===== config.mk =====
export PLATFORM = sky130hd
export DESIGN_NAME = arbitro_codificador
export DESIGN_NICKNAME = d
export VERILOG_FILES = /design/src/rtl/arbitro_codificador.sv
export SDC_FILE = /design/constraint.sdc
export NUM_CORES = 1
export LEC_CHECK = 0
export BUFFER_PORTS_ARGS = -buffer_cell sky130_fd_sc_hd__buf_4
export CAP_MARGIN = 30
export CORE_AREA = 2 2 54 56
export CTS_CLUSTER_DIAMETER = 100
export DETAILED_ROUTE_END_ITERATION = 6
export DIE_AREA = 0 0 56 58
export HOLD_SLACK_MARGIN = 0.06
export PLACE_DENSITY = 0.74
export SKIP_CTS_REPAIR_TIMING = 1
export SYNTH_ARGS = -nofsm -noshare
export SYNTH_HDL_FRONTEND = slang
export SYNTH_SLANG_ARGS = --single-unit

===== constraint.sdc =====
create_clock -name clk -period 2 [get_ports clk]
set_input_delay 0.4 -clock clk [delete_from_list [all_inputs] [get_ports clk]]
set_output_delay 0.4 -clock clk [all_outputs]
set_load 0.02 [all_outputs]

===== src/rtl/arbitro_codificador.sv =====
// Round-robin arbiter that feeds one of two requesters' nibbles to an external
// encoder, waits ENC_LAT cycles for its result and presents it with the owner's id.
module arbitro_codificador #(
    parameter int unsigned ENC_LAT = 2
) (
    input  logic       clk,
    input  logic       reset,
    input  logic       req0,
    input  logic [3:0] dat0,
    output logic       ack0,
    input  logic       req1,
    input  logic [3:0] dat1,
    output logic       ack1,
    output logic       a,
    output logic       b,
    output logic       c,
    output logic       d,
    output logic       ready,
    input  logic [4:0] m_in,
    output logic       out_valid,
    output logic [4:0] out_code,
    output logic       out_src,
    output logic       busy
);

    localparam int unsigned CNT_W  = 4;
    localparam int unsigned NIB_W  = 4;
    localparam int unsigned CODE_W = 5;

    localparam logic [1:0] IDLE  = 2'd0;
    localparam logic [1:0] DRIVE = 2'd1;
    localparam logic [1:0] WAIT  = 2'd2;
    localparam logic [1:0] DONE  = 2'd3;

    logic [1:0]        state, state_nxt;
    logic [CNT_W-1:0]  cnt, cnt_nxt;
    logic              prio, prio_nxt;      // requester favoured on a tie
    logic              src, src_nxt;
    logic              win;
    logic [NIB_W-1:0]  nib, nib_nxt;
    logic [CODE_W-1:0] code_nxt;
    logic              out_src_nxt;
    logic              ack0_nxt, ack1_nxt, ready_nxt, valid_nxt, busy_nxt;

    // Next-state and next-output decode
    always_comb begin
        state_nxt   = state;
        cnt_nxt     = cnt;
        prio_nxt    = prio;
        src_nxt     = src;
        win         = 1'b0;
        nib_nxt     = nib;
        code_nxt    = out_code;
        out_src_nxt = out_src;
        ack0_nxt    = 1'b0;
        ack1_nxt    = 1'b0;
        ready_nxt   = 1'b0;
        valid_nxt   = 1'b0;

        case (state)
            IDLE: begin
                if (req0 || req1) begin
                    win       = (req0 && req1) ? prio : req1;
                    src_nxt   = win;
                    nib_nxt   = win ? dat1 : dat0;
                    cnt_nxt   = CNT_W'(ENC_LAT);
                    prio_nxt  = ~win;
                    ack0_nxt  = ~win;
                    ack1_nxt  = win;
                    ready_nxt = 1'b1;
                    state_nxt = DRIVE;
                end
            end
            DRIVE: begin
                state_nxt = WAIT;
            end
            WAIT: begin
                // m_in is only trusted on the last wait edge
                if (cnt <= CNT_W'(1)) begin
                    code_nxt    = m_in;
                    out_src_nxt = src;
                    valid_nxt   = 1'b1;
                    cnt_nxt     = '0;
                    state_nxt   = DONE;
                end else begin
                    cnt_nxt = cnt - CNT_W'(1);
                end
            end
            DONE: begin
                state_nxt = IDLE;
            end
            default: begin
                state_nxt = IDLE;
            end
        endcase

        busy_nxt = (state_nxt != IDLE);
    end

    // State and registered outputs
    always_ff @(posedge clk or posedge reset) begin
        if (reset) begin
            state     <= IDLE;
            cnt       <= '0;
            prio      <= 1'b0;
            src       <= 1'b0;
            nib       <= '0;
            out_code  <= '0;
            out_src   <= 1'b0;
            ack0      <= 1'b0;
            ack1      <= 1'b0;
            ready     <= 1'b0;
            out_valid <= 1'b0;
            busy      <= 1'b0;
        end else begin
            state     <= state_nxt;
            cnt       <= cnt_nxt;
            prio      <= prio_nxt;
            src       <= src_nxt;
            nib       <= nib_nxt;
            out_code  <= code_nxt;
            out_src   <= out_src_nxt;
            ack0      <= ack0_nxt;
            ack1      <= ack1_nxt;
            ready     <= ready_nxt;
            out_valid <= valid_nxt;
            busy      <= busy_nxt;
        end
    end

    assign a = nib[3];
    assign b = nib[2];
    assign c = nib[1];
    assign d = nib[0];

    // Protocol invariants of the registered handshake outputs
    a_ack_excl: assert property (@(posedge clk) disable iff (reset) !(ack0 && ack1));
    a_ready_ack: assert property (@(posedge clk) disable iff (reset) ready == (ack0 || ack1));
    a_valid_pulse: assert property (@(posedge clk) disable iff (reset) out_valid |=> !out_valid);

endmodule


Word level (Yosys, flattened, before mapping)
Cells that the tools add are included.

storage, ports and cells
  register bits = 23
  bits of input ports = 17
  output and inout port bits = 15
  logic and storage cells = 43

cells by class
  $add $sub $neg = 1
  magnitude comparators = 1
  equal/unequal tests = 4
  mux-type cells = 16
  bitwise logic cells = 1
  reductions and logical operators = 8

operators with widths
  cell                                                             count
  2-to-1 mux 4 bit                                                 3
  2-to-1 mux 1 bit                                                 9
  case mux 2 bit (4 select lines)                                  1
  case mux 4 bit (2 select lines)                                  1
  AND reduction 2 bit                                              3
  equality test 2 bit (second input constant)                      2
  less-or-equal comparator 4 x 1 -> 1 bit (second input constant)  1
  2-to-1 mux 2 bit                                                 2
  nonzero test 2 bit                                               2
  subtractor 4 x 1 -> 4 bit (second input constant)                1
  equality test 2 x 1 -> 1 bit (second input constant)             1
  logical NOT 2 bit                                                1
  != test 2 bit (second input constant)                            1
  logical AND 1 bit                                                1
  logical OR 1 bit                                                 1
  NOT 1 bit                                                        1

Logic depth before layout (Yosys ltp)
Gate-level depths: netlist of run 1.

  depth in word-level cells = 5
  depth in mapped cells = 5
  mapped depth without buffers = 5

Worst setup path before layout of run 1
Ideal clock, no wire load.

  path kind = flip-flop to flip-flop
  from = register cnt[0]
  to = register out_code[0]
  setup time = 0.125 ns
  arrival time = 1.422 ns
  data required time = 1.875 ns
  setup slack = 0.453 ns
  cell stages (with the launch flop) = 6
  path buffers = 0
  period minus slack after synthesis = 1.547 ns
  cell sequence = dfrtp_1 -> inv_1 -> ha_1 -> or2_2 -> nand3_2 -> mux2_2

on the way
  longest elaborated chain between the ends = 2

ends and longest elaborated chain
  item                                     line  RTL
  start, declared                          36    logic [CNT_W-1:0] cnt, cnt_nxt;
  start signal, assigned                   117   cnt <= cnt_nxt;
  less-or-equal comparator 4 x 1 -> 1 bit  79    if (cnt <= CNT_W'(1)) begin
  AND reduction 2 bit (no line)            -
  end signal, assigned                     121   out_code <= code_nxt;
  end, declared                            21    output logic [4:0] out_code,

Every way passes these cells.
A chain may end at the register's enable or synchronous reset.

Worst setup path in the final report of run 1
  from = register cnt[0]
  to = register out_code[2]

The elaborated chain is that of the path after synthesis.

==> impl_metrics.json, run 1 <==
{
  "drv_cap": 0,
  "synth_top_cell_area_share_pct": 57.36,
  "seqPwrFrac_pct": 38.6,
  "power_density_nw_per_um2": 1563,
  "p_sw_w": 0.0008177,
  "drive_above_1_share_pct": 39.50,
  "finalCriticalPeriod_ns": 1.689,
  "gp_congestion": 0.7517,
  "synth_cells": 83,
  "ys_ff_latch": 23,
  "die_y_um": 58,
  "tightest_slew_ns": 0.4954,
  "synthTopCellsByArea": "dfrtp_1 (57%), mux2_2 (6.7%), ha_1 (5.0%)",
  "grtUsageTotal_pct": 13.94,
  "die_w_um": 56,
  "ys_warn_count": 0,
  "ys_seq_area_share_pct": 57.36,
  "initial_utilization_pct": 37.69,
  "placedCellCount": 146,
  "finalNetCount": 141,
  "grt_max_degree": 24,
  "met1Wirelength_um": 874,
  "cts_sinks": 23,
  "clk_latency_ns": 0.31,
  "wl_met2_um": 1040,
  "finalSetupViolations": 0,
  "ant_nets": 0,
  "route.met3.wl_um": 98,
  "p_sw_share_pct": 39.92,
  "p_int_w": 0.001230,
  "cts_root_buf": "clkbuf_4",
  "p_clk_share_pct": 10.6,
  "status": "complete, no violations",
  "final_cells": 150,
  "detail_route.first_pass.iterations": 4,
  "synth_flop_cell": "dfrtp_1",
  "synth.most_common_cell": "dfrtp_1",
  "syn_to_final_growth_pct": 30.55,
  "crit_arrival_ns": 1.90,
  "tns_ns": 0,
  "die_area_sq_um": 3248,
  "fin_skew_ns": 0.004842,
  "synth-edff-count": 0,
  "diodes": 0,
  "grt_overflow": 0,
  "crit_fanout": 7,
  "cts.path.max_buffers": 2,
  "pin_count": 32,
  "wl_per_cell_um": 13.60,
  "top_layer": "met4",
  "vias": 762,
  "cts_buffers": 3,
  "hold_violations": 0,
  "worst_ep_required_time_ns": 2.21,
  "syn_nets": 104,
  "fin_crit_sh_pct": 84.45,
  "crit_path_end_kind": "flip-flop",
  "drcViolationCount": 0,
  "drt-initial-drc-count": 15,
  "syn_area_per_cell_sq_um": 12.09,
  "ir_drop_mv": 1.017,
  "hold_class": "primary input to asynchronous set/reset pin",
  "combinationalPowerShare_pct": 50.8,
  "async_flop_share_pct": 100.0,
  "syn_area_sq_um": 1003,
  "antenna_found_initial": 0,
  "yosys.area.top_type": "dfrtp_1",
  "detail_route.wirelength_um": 2040,
  "grt_pass1_vias": 779,
  "via_per_inst": 5.080,
  "crit_type": "flip-flop to flip-flop",
  "clk_pin_slew_worst_paths_ns": 0.13,
  "cts_tree": "built",
  "hpwl_um": 1514,
  "yosys-top-cells-count": "dfrtp_1 (23), inv_1 (10), mux2_2 (6)",
  "yosysUniqueCellTypes": 26,
  "leakagePower_nw": 0.6649,
  "grt_first_pass_wirelength_um": 3477,
  "relSlewSlack_pct": 66.97,
  "critPathLaunchType": "flip-flop",
  "max_freq_mhz": 592.1,
  "core_region_area_sq_um": 2663,
  "io_buffers": 31,
  "cts-htree-levels": 1,
  "rsz0062_at_grt": "false",
  "drv_slew": 0,
  "rows": 19
}
[power groups by stage]
stage                     combinational, W  clock, W  sequential (W)
final                              0.00104  0.000217        0.000791
after global routing               0.00114  0.000252        0.000818
after CTS                          0.00105  0.000232        0.000793
after detailed placement           0.00105         0        0.000796
after global placement             0.00102         0        0.000788
after floorplan                   0.000528         0        0.000941
[cells in the final DEF, fill, tap and decap left out, types with 4 or more instances in the layout]
cell type  instances
inv_1             10
buf_4             32
o21ai_0            4
mux2_2             6
dfrtp_1           23
and2_1             4
ha_1               4
a221o_1            4
[per-layer routing]
layer | vias to the layer above | track usage, %
met4 | 0 | 6.122
met1 | 367 | 18.71
li1 | 365 | -
met2 | 26 | 22.18
met3 | 4 | 2.679
met5 | - | 0
[sequential cells by signal (all words and copies together) (netlist names), 2 cells and up]
name / flops
cnt: 4
nib: 4
out_code: 5
state: 2
[cells by family after synthesis]
kind of cell,Yosys count,synth area share [%]
mux,6,6.733
simple gates,19,12.22
flops,23,57.36
fa+ha+maj,4,4.988
buf+inv,10,3.741
compound gates,21,14.96
[cell type report]
| cell class | instances | area [sq um] |
|---|---|---|
| clock buffers | 3 | 22.52 |
| clock inverters | 1 | 5.005 |
| fillers | 235 | 1353 |
| inverters | 10 | 37.54 |
| multi-input cells | 50 | 390.4 |
| flip-flops and latches | 23 | 575.6 |
| well taps | 31 | 38.79 |
| repair buffers | 32 | 240.2 |
[critical path: stages, from the launching register on]
cell	delay (ns)
dfrtp_1	0.44
inv_1	0.08
ha_1	0.23
or2_2	0.31
nand3_2	0.16
mux2_2	0.35
[path summary, 6_finish.rpt]
kind / from / endpoint / slack [ns] / cells past startpoint
max: cnt[0] / out_code[2] / 0.31 / 5
min: reset / out_code[1] / 0.10 / 3
max reg2reg: cnt[0] / out_code[2] / 0.31 / 5
min reg2reg: src / src / 0.51 / 1
max in group asynchronous: reset / out_code[2] / 1.66 / 3
min in group clk: dat1[3] / nib[3] / 0.30 / 2
[stage by stage]
stage / hold WS [ns] / worst slack (ns) / cell area [sq um] / utilization (%) / power, W
after floorplan: 0.4019 / 0.4528 / 1003 / - / 0.001469
after global placement: 0.4554 / 0.4042 / 1282 / 48.17 / 0.001808
after detailed placement: 0.4631 / 0.3629 / 1282 / 48.17 / 0.001850
after CTS: 0.09634 / 0.3130 / 1310 / 49.20 / 0.002078
after global routing: 0.1197 / 0.2069 / 1310 / 49.20 / 0.002214
final: 0.1029 / 0.3111 / 1310 / 49.20 / 0.002048
No activity file was read; power rests on OpenSTA's default activity.
==> run 2, diff against run 1 <==
Settings changed: ABC_AREA set to 1, CORE_AREA 2 2 54 56 to 2 2 55 57, DIE_AREA 0 0 56 58 to 0 0 57 59, PLACE_DENSITY 0.74 to 0.76.
Clock period 2 ns to 1.42 ns, I/O delays scaled along.
==> impl_metrics.json, run 2 <==
{
  "status": "complete, no violations",
  "crit_fanout": 8,
  "syn_area_per_cell_sq_um": 9.268,
  "synth_top_cell_area_share_pct": 54.96,
  "synth_cells": 113,
  "grtUsageMet1_pct": 14.95,
  "leakagePower_nw": 0.7649,
  "critPathLaunchType": "flip-flop",
  "pin_count": 32,
  "reg.largest.list": "out_code x5, cnt x4, nib x4",
  "detail_route.wirelength_um": 2080,
  "gr-usage-met3_pct": 2.402,
  "initial_utilization_pct": 38.64,
  "finalSetupViolations": 0,
  "fin_skew_ns": 0.002291,
  "placedCellCount": 177,
  "seqPwrFrac_pct": 35.6,
  "worstPathCellList": "inv_2, ha_1, inv_1, nand2_2, nand3_4, nand3_1, o21ai_1",
  "relSlewSlack_pct": 75.84,
  "rows": 19,
  "synth-edff-count": 0,
  "cts.path.max_buffers": 2,
  "cp_slowest_cell": "dfrtp_1",
  "synth.most_common_cell": "nand2_1",
  "fin_util_pct": 51.20,
  "die_y_um": 59,
  "syn_area_sq_um": 1047,
  "crit_path_end_kind": "flip-flop",
  "syn_nets": 134,
  "layout_common_cells": "nand2_1 (39), buf_4 (34), dfrtp_1 (23), nand3_1 (15), inv_1 (13)",
  "die_w_um": 57,
  "fillers": 273,
  "gp_congestion": 0.7419,
  "synth_flop_cell": "dfrtp_1",
  "hpwl_um": 1602,
  "path_buf_inv": 2,
  "syn_to_final_growth_pct": 32.50,
  "drive_above_1_share_pct": 33.77,
  "yosys-top-cells-count": "nand2_1 (40), dfrtp_1 (23), inv_1 (15), nand3_1 (15), ha_1 (4)",
  "crit_arrival_ns": 1.50,
  "worst_ep_required_time_ns": 1.63,
  "p_sw_w": 0.001384,
  "grt_pass1_vias": 887,
  "async_flop_share_pct": 100.0,
  "core_region_area_sq_um": 2710,
  "ys_ff_latch": 23,
  "antenna_found_initial": 0,
  "power.total_w": 0.003132,
  "largest_reg_flops": 5,
  "grt_first_pass_wirelength_um": 3491,
  "io_buffers": 31,
  "p_clk_share_pct": 9.7,
  "ys_seq_area_share_pct": 54.96,
  "power_density_nw_per_um2": 2257,
  "synthTopCellsByArea": "dfrtp_1 (55%), nand2_1 (14%), nand3_1 (7.2%)",
  "ant_nets": 0,
  "hold_violations": 0,
  "cts-htree-levels": 1,
  "detail_route.first_pass.iterations": 4,
  "vias": 849,
  "cts_tree": "built",
  "drv_cap": 0,
  "largest-register": "out_code",
  "tns_ns": 0,
  "cp_slowest_stage_delay_ns": 0.43,
  "grt_overflow": 0,
  "yosys.area.top_type": "dfrtp_1",
  "fin_area_sq_um": 1388,
  "placed_area_sq_um": 1336,
  "tightest_slew_ns": 0.3610,
  "grtUsageMet2_pct": 24.63,
  "combinationalPowerShare_pct": 54.7,
  "diodes": 0,
  "via_per_inst": 4.665,
  "die_area_sq_um": 3363,
  "hold_class": "primary input to flip-flop",
  "ys_warn_count": 0,
  "busiest_layer": "met2",
  "finalCriticalPeriod_ns": 1.291,
  "final_cells": 182,
  "drv_slew": 0,
  "p_sw_share_pct": 44.20,
  "crit_type": "flip-flop to flip-flop",
  "finalNetCount": 173,
  "multi_input_area_sq_um": 417.9,
  "max_freq_mhz": 774.8,
  "final_common_cell": "nand2_1",
  "cts_sinks": 23,
  "grt_max_degree": 24,
  "grtUsageTotal_pct": 13.46,
  "yosysUniqueCellTypes": 19,
  "clk_latency_ns": 0.31,
  "cts_root_buf": "clkbuf_4",
  "drcViolationCount": 0,
  "fin_crit_sh_pct": 90.89,
  "wl_per_cell_um": 11.43,
  "clk_pin_slew_worst_paths_ns": 0.13,
  "p_int_w": 0.001747,
  "regArea_sq_um": 575.6,
  "drt-initial-drc-count": 6,
  "rsz0062_at_grt": "false",
  "ir_drop_mv": 1.250,
  "cts_buffers": 3,
  "cp_top_family": "flip-flops"
}
run 2: metrics by stage:
stage / hold slack, ns / setup WS [ns]
detailed placement: 0.3500 / 0.02297
finish: 0.1522 / 0.1294
CTS: -0.009360 / -0.003790
global placement: 0.3471 / 0.1116
global route: 0.1367 / 0.01261
floorplan: 0.2859 / 0.1866
run 2: logic make-up after synthesis:
family | synth area share (%)
DFF | 54.96
xor gates and xnor gates | 0.8365
AOI/OAI and AO/OA | 5.495
and+or+nand+nor | 27.72
buffers and inverters | 6.211
adders and majority gates | 4.779
run 2: power groups by stage:
stage | Sequential, W | Clock (W) | Combinational (W)
2_1_floorplan | 0.00134 | 0 | 0.000870
3_3_place_gp | 0.00113 | 0 | 0.00161
3_5_place_dp | 0.00113 | 0 | 0.00168
4_1_cts | 0.00112 | 0.000319 | 0.00168
5_1_grt | 0.00116 | 0.000340 | 0.00190
6_report | 0.00111 | 0.000304 | 0.00171
run 2: worst paths after layout:
path	from	end	slack [ns]	depth (start not counted)
setup / recovery	cnt[0]	cnt[1]	0.13	7
hold / removal	m_in[1]	out_code[1]	0.15	3
setup reg to reg	cnt[0]	cnt[1]	0.13	7
hold reg to reg	src	out_src	0.49	2
max in group asynchronous	reset	cnt[2]	0.64	4
min in group asynchronous	reset	nib[0]	0.56	4
run 2: layout make-up:
| cell class | instances | share of cell area [%] |
|---|---|---|
| Clock buffer | 3 | 1.623 |
| Clock inverter | 1 | 0.3607 |
| Inverter | 16 | 4.509 |
| Multi-Input combinational cell | 73 | 30.12 |
| Sequential cell | 23 | 41.48 |
| Tap cell | 31 | 2.795 |
| Timing Repair Buffer | 35 | 19.12 |
run 2: layer usage:
layer	vias to the layer above	part of all wire [%]
met3	4	5.3
met1	394	40
met2	26	53
met5	-	0
met4	0	1.6
li1	425	-
run 2: worst reg2reg max path: cells and delay by family, from the launching register on:
| family | cells | cell delay [ns] |
|---|---|---|
| buf+inv | 2 | 0.15 |
| compound gates | 1 | 0.07 |
| simple gates | 3 | 0.36 |
| fa+ha+maj | 1 | 0.18 |
| flops | 1 | 0.43 |
==> run 3, diff against run 2 <==
Settings changed: REMOVE_ABC_BUFFERS set to 1.
==> impl_metrics.json, run 3 (synthesis gave the netlist of run 2 again) <==
{
  "status": "complete, no violations",
  "drv_cap": 0,
  "hpwl_um": 1548,
  "drt-initial-drc-count": 24,
  "crit_fanout": 7,
  "initial_utilization_pct": 38.64,
  "cp_slowest_cell": "dfrtp_1",
  "whs_ns": 0.1702,
  "grtUsageTotal_pct": 13.47,
  "clk_latency_ns": 0.31,
  "cts_buffers": 3,
  "final_common_cell": "nand2_1",
  "rows": 19,
  "ir_drop_mv": 1.590,
  "clk_pin_slew_worst_paths_ns": 0.11,
  "die_y_um": 59,
  "vias": 888,
  "r2r_setup_slack_ns": 0.11,
  "cts_root_buf": "clkbuf_4",
  "relSlewSlack_pct": 75.75,
  "seqPwrFrac_pct": 35.6,
  "rsz0062_at_grt": "true",
  "crit_type": "flip-flop to flip-flop",
  "cts_tree": "built",
  "layout_common_cells": "nand2_1 (37), buf_4 (36), dfrtp_1 (23), nand3_1 (15), inv_1 (12)",
  "cts_sinks": 23,
  "p_int_w": 0.001794,
  "p_clk_share_pct": 9.1,
  "regArea_sq_um": 575.6,
  "pin_count": 32,
  "hold_violations": 0,
  "combinationalPowerShare_pct": 55.3,
  "core_region_area_sq_um": 2710,
  "grt_first_pass_wirelength_um": 3588,
  "worstPathCellList": "inv_2, ha_1, inv_1, nand2_2, nand3_4, clkinvlp_4, nand2_1, nand2_1",
  "grt_overflow": 0,
  "largest_reg_flops": 5,
  "wl_per_cell_um": 11.26,
  "cp_common_cell": "nand2_1",
  "fin_area_sq_um": 1418,
  "gp_congestion": 0.7762,
  "crit_arrival_ns": 1.52,
  "drive_above_1_share_pct": 36.60,
  "max_freq_mhz": 761.1,
  "drv_slew": 0,
  "ant_nets": 0,
  "finalSetupViolations": 0,
  "grt_max_degree": 24,
  "reg.largest.list": "out_code x5, cnt x4, nib x4",
  "io_buffers": 31,
  "cts.path.max_buffers": 2,
  "tightest_slew_ns": 0.3624,
  "diodes": 0,
  "fin_crit_sh_pct": 92.53,
  "largest-register": "out_code",
  "antenna_found_initial": 0,
  "via_per_inst": 4.826,
  "cts-htree-levels": 1,
  "critPathLaunchType": "flip-flop",
  "hold_class": "primary input to flip-flop",
  "finalNetCount": 175,
  "syn_to_final_growth_pct": 35.36,
  "fin_skew_ns": 0.007786,
  "detail_route.wirelength_um": 2071,
  "p_sw_w": 0.001394,
  "drcViolationCount": 0,
  "worst_ep_required_time_ns": 1.62,
  "leakagePower_nw": 0.7681,
  "grt_pass1_vias": 844,
  "finalCriticalPeriod_ns": 1.314,
  "p_sw_share_pct": 43.73,
  "die_w_um": 57,
  "cp_slowest_stage_delay_ns": 0.38,
  "power_density_nw_per_um2": 2249,
  "placed_area_sq_um": 1336,
  "fillers": 266,
  "multi_input_area_sq_um": 431.7,
  "detail_route.first_pass.iterations": 4,
  "crit_path_end_kind": "flip-flop",
  "die_area_sq_um": 3363
}
run 3: per-stage QoR:
stage	setup TNS (ns)	cells	total power, W	setup WS [ns]	utilization [%]
floorplan	0	112	0.002208	0.1866	-
global placement	0	177	0.002746	0.1061	49.31
detailed placement	0	177	0.002796	0.04167	49.31
CTS	0	181	0.003102	0.0002223	50.32
global route	-0.02679	184	0.003482	-0.01594	52.31
finish	0	184	0.003189	0.1061	52.31
run 3: worst paths after layout:
check	startpoint	end	depth (start not counted)
min reg2reg	out_code[3]	out_code[3]	2
min in group asynchronous	reset	ack1	4
max in group asynchronous	reset	cnt[2]	4
max reg2reg	cnt[1]	out_code[2]	8
max	cnt[1]	out_code[2]	8
min	m_in[0]	out_code[0]	3
run 3: routing by layer:
metal	track usage [%]	share of wire [%]	vias up
li1	-	-	434
met1	16.41	41	417
met2	23.81	51	37
met3	4.585	7.8	0
met4	1.993	0	0
met5	0	0	-
run 3: power by group through the flow:
stage / clock, W / sequential, W / combinational [W]
2_1_floorplan: 0 / 0.00134 / 0.000865
4_1_cts: 0.000306 / 0.00113 / 0.00167
3_3_place_gp: 0 / 0.00113 / 0.00161
3_5_place_dp: 0 / 0.00113 / 0.00166
5_1_grt: 0.000333 / 0.00117 / 0.00198
6_report: 0.000292 / 0.00113 / 0.00176
run 3: cell type report:
| class | count | share of cell area, % |
|---|---|---|
| multi-input combinational | 73 | 30.45 |
| clock buffer | 3 | 1.589 |
| timing repair buffer | 37 | 19.77 |
| clock inverter | 1 | 0.3530 |
| inverter | 16 | 4.501 |
| tap | 31 | 2.736 |
| sequential | 23 | 40.60 |
run 3: critical path: cells and delay by family, from the launching register on:
kind / cells / cell delay [ns]
adder cells (fa/ha/maj): 1 / 0.18
buffers and inverters: 3 / 0.30
flip-flops: 1 / 0.38
AND/OR/NAND/NOR: 4 / 0.35
